## config.mk

```make
export PLATFORM = sky130hd
export DESIGN_NAME = fetch_decode_unit
export DESIGN_NICKNAME = d
export VERILOG_FILES = /design/src/rtl/fetch_decode_unit.sv
export SDC_FILE = /design/constraint.sdc
export NUM_CORES = 1
export LEC_CHECK = 0
export BUFFER_PORTS_ARGS = -buffer_cell sky130_fd_sc_hd__buf_4
export CAP_MARGIN = 20
export CORE_MARGIN = 5
export CORE_UTILIZATION = 42
export CTS_CLUSTER_SIZE = 16
export DETAILED_ROUTE_END_ITERATION = 6
export GPL_ROUTABILITY_DRIVEN = 0
export GPL_TIMING_DRIVEN = 0
export PLACE_DENSITY = 0.77
export SLEW_MARGIN = 20
export SYNTH_ARGS = -nofsm -noshare
export SYNTH_HDL_FRONTEND = slang
export SYNTH_SLANG_ARGS = --single-unit
```

## constraint.sdc

```tcl
create_clock -name clk -period 2.9 [get_ports clk]
set_input_delay 0.29 -clock clk [delete_from_list [all_inputs] [get_ports clk]]
set_output_delay 0.29 -clock clk [all_outputs]
set_load 0.005 [all_outputs]
```

## src/rtl/fetch_decode_unit.sv

```systemverilog
// MIPS front-end: PC register with sequential increment and a registered
// instruction-field splitter that lags the PC by one cycle.
module fetch_decode_unit #(
  parameter logic [31:0] RESET_PC = 32'h0000_0000,
  parameter logic [31:0] PC_STEP  = 32'd4
) (
  input  logic        clk,
  input  logic        reset,
  input  logic        pc_load,
  input  logic [31:0] pc_target,
  input  logic [31:0] instr,
  output logic [31:0] pc,
  output logic [31:0] pc_plus4,
  output logic [5:0]  opcode,
  output logic [4:0]  rs,
  output logic [4:0]  rt,
  output logic [4:0]  rd,
  output logic [4:0]  shamt,
  output logic [5:0]  funct,
  output logic [15:0] imm16,
  output logic [25:0] address
);

  // Field layout of a MIPS word; the overlapping views are plain slices.
  typedef struct packed {
    logic [5:0] opcode;
    logic [4:0] rs;
    logic [4:0] rt;
    logic [4:0] rd;
    logic [4:0] shamt;
    logic [5:0] funct;
  } instr_t;

  instr_t      instr_q;
  logic [31:0] pc_q;
  logic [31:0] pc_nxt;

  assign pc_plus4 = pc_q + PC_STEP;

  // Targets are forced to word alignment so pc can never go misaligned.
  always_comb begin
    pc_nxt = pc_plus4;
    if (pc_load) pc_nxt = {pc_target[31:2], 2'b00};
  end

  always_ff @(posedge clk) begin
    if (reset) begin
      pc_q    <= RESET_PC;
      instr_q <= '0;
    end else begin
      pc_q    <= pc_nxt;
      instr_q <= instr_t'(instr);
    end
  end

  assign pc      = pc_q;
  assign opcode  = instr_q.opcode;
  assign rs      = instr_q.rs;
  assign rt      = instr_q.rt;
  assign rd      = instr_q.rd;
  assign shamt   = instr_q.shamt;
  assign funct   = instr_q.funct;
  assign imm16   = {instr_q.rd, instr_q.shamt, instr_q.funct};
  assign address = {instr_q.rs, instr_q.rt, instr_q.rd, instr_q.shamt, instr_q.funct};

endmodule

```

==> summary.txt <==
Fillers: 572
Busiest grt layer: met2
Initial antenna violation count: 0
Row count: 30
Width of the die: 94.6 um
Die area: 8950 um^2
Sequential-to-total area share from yosys stat: 41.3%
Crit-path max FO: 19
Vias in the first global route: 3012
Initial core utilization: 43.8%
Final ANT Viol Nets: 0
First-pass GRT wire length: 15300 um
Routing usage on met2: 40.6%
Peak supply drop: 0.000285 V
Synth warn: 0
Placed cell area: 4620 um^2
GR Layer Usage met3: 10.3%
Final Cycle Share: 95.8%
Gr ovfl total: 0
Placed Cells incl. Taps: 622
ANT cells: 0
Nets: 606
Max Clock Freq: 360 MHz
Gate Count Post-Synth: 326
Synth Area per Inst: 9.23 um^2
Crit Path Class: flop to output pin
Total GRT Usage: 22.3%
CTS tree: built
# port buffers: 197
DR WL/cell: 16.1 um
Unrepaired setup endpoints after global routing: no
Maxcap violations: 0
PD cells: 443 nW/um^2
CP startpoint kind: flop
Final Critical Period: 2780 ps
CTS root buf: clkbuf_8
Asr flop ratio synth: 0%
Hold path depth: 2
Worst endpoint required time: 2610 ps
Final setup fails: 0
Post-Layout Cell Count: 639
Synth-to-Final Area Change: 62.6%
Hold worst-path end: rd[4]
Crit end category: output pin
Relative slew slack: 60.4%
Distinct cells, synth: 42
DR vias: 3107
Layout cells sized above 1: 52.3%
Die Ht: 94.6 um
DRT iter0 DRCs: 83
Synth Cell Area: 3010 um^2
Number of synthesized register bits: 62
Leakage: 0.00241 uW
FF-to-FF Start: pc[10]
Ports: 205
Final Skew: 7.79 ps
Post-synth EDFFs: 0
Cell area after layout: 4890 um^2
CTS buffer count: 9
CTS H-tree depth: 3
HPWL Detailed: 8290 um
Met1 GRT Util: 23.1%
DRC: 0
Slew @ Worst Pin: 594 ps
Core region area: 6870 um^2
Routed vias/inst: 4.86
Worst-path clk slew: 70 ps
Max stage delay on crit path: 550 ps
Slew Viols, Final: 0
Largest net degree at the start of global routing: 11
CP cell instances: nand4_4 -> or4_4 -> buf_6 -> o31a_1 -> or2_2 -> buf_4
Final wirelength: 10300 um
Flop-to-flop setup slack: 620 ps
Clock buffer depth: 2
Worst endpoint data arrival time: 2490 ps
Reg-to-reg endpoint: pc[28]
Hold Violations, Final: 0
First-pass DRT Iterations: 4
Register-to-Register Path Depth: 5
Hold_sp: instr[15]
Main synth FF type: dfxtp_1
Tightest Hold Check Type: primary input to flop
TritonCTS Sinks: 62
Status: complete, no violations
Skew-Pair Late Insertion Delay: 340 ps
Slowest CP cell: or4_4
## critical path: cells and delay by family, from the launching register on
kind / cells / cell delay, ps
simple gates: 3 / 1030
flops: 1 / 490
buf+inv: 2 / 320
compound gates: 1 / 310
## worst max path at each step
stage	to	slack, ps	from	cells after the start
4_1_cts	pc_plus4[24]	-5	pc[10]	7
2_1_floorplan	pc_plus4[29]	710	pc[10]	6
3_3_place_gp	pc_plus4[22]	360	pc[2]	6
5_1_grt	pc_plus4[29]	30	pc[10]	6
3_5_place_dp	pc_plus4[26]	300	pc[16]	7
6_report	pc_plus4[24]	120	pc[10]	6
## cell type report
cell class | count | area [um^2] | area share [%]
Multi-Input combinational cell | 199 | 1400 | 28.6
Clock inverter | 4 | 45.0 | 0.921
Inverter | 5 | 18.8 | 0.384
Buffer | 62 | 413 | 8.44
Timing Repair Buffer | 199 | 1490 | 30.6
Sequential cell | 62 | 1240 | 25.4
Tap cell | 96 | 120 | 2.46
Clock buffer | 12 | 155 | 3.17
## Yosys cell counts, types with 9 or more instances
library cell  number  area [um^2]
o21a_1            10         75.1
clkbuf_1          15         56.3
xnor2_1           10         87.6
dfxtp_1           62         1240
nand2b_1          12         75.1
buf_4             46          345
nand2_1           23         86.3
nand3_1            9         45.0
nor2b_1           32          200
nor4_1            11         68.8
## flip-flops by register name, indices dropped and copies added, names as in the netlist
signal  cells
rt          5
rd          5
funct       6
pc         30
opcode      6
rs          5
shamt       5
## routing by layer
layer / vias to the layer above / wire length [um]
li1: 1519 / -
met1: 1435 / 3730
met2: 147 / 5170
met3: 6 / 1280
met4: 0 / 96
met5: - / 0
## stage by stage
step / power (uW) / setup TNS [ps] / setup slack [ps] / hold slack, ps / utilization (%)
5_1_grt: 2280 / 0 / 31.9 / 147 / 71.2
3_5_place_dp: 1420 / 0 / 296 / 506 / 67.2
3_3_place_gp: 1410 / 0 / 357 / 500 / 67.2
2_1_floorplan: 1140 / 0 / 714 / 418 / -
4_1_cts: 2180 / -4.77 / -4.77 / 155 / 70.5
6_report: 2170 / 0 / 122 / 161 / 71.2
## what timing repair did
action / in CTS / in global routing
gates cloned: 0 / 0
hold endpoints to repair: 0 / 0
buffers inserted: 1 / 1
pin swaps: 1 / 1
setup endpoints to repair: 6 / 11
gates resized for setup: 4 / 7
hold buffers: 0 / 0
## cells in the final DEF, fill, tap and decap left out, types with 5 or more instances in the layout
cell / instances
nand2b_1: 12
buf_4: 245
xor2_1: 5
or2_2: 8
o311a_1: 8
nor2_1: 8
nand2_1: 23
clkbuf_1: 15
nor4_2: 6
o21a_1: 10
dfxtp_1: 60
nor2b_1: 32
nand3_1: 9
o31a_1: 8
xnor2_1: 10
a311oi_1: 5
clkbuf_8: 11
nand4_1: 6
## cells by family (layout without fill, tap and decap cells)
group                      after synthesis  after routing  share of synthesized area [%]
xor gates and xnor gates                15             15                           4.37
and+or+nand+nor                        128            128                           25.4
other                                    1              4                          0.125
muxes                                    1              1                          0.333
adders and majority gates                1              1                          0.416
DFF                                     62             62                           41.3
buffers and inverters                   68            282                           14.5
AOI/OAI and AO/OA                       50             50                           13.6
## where the power goes
part	switching, uW	internal [uW]	total [uW]
Clock	328	440	768
Sequential	59.6	905	965
Combinational	153	282	435
Total	541	1630	2170
(Power assumes the default switching activity.)
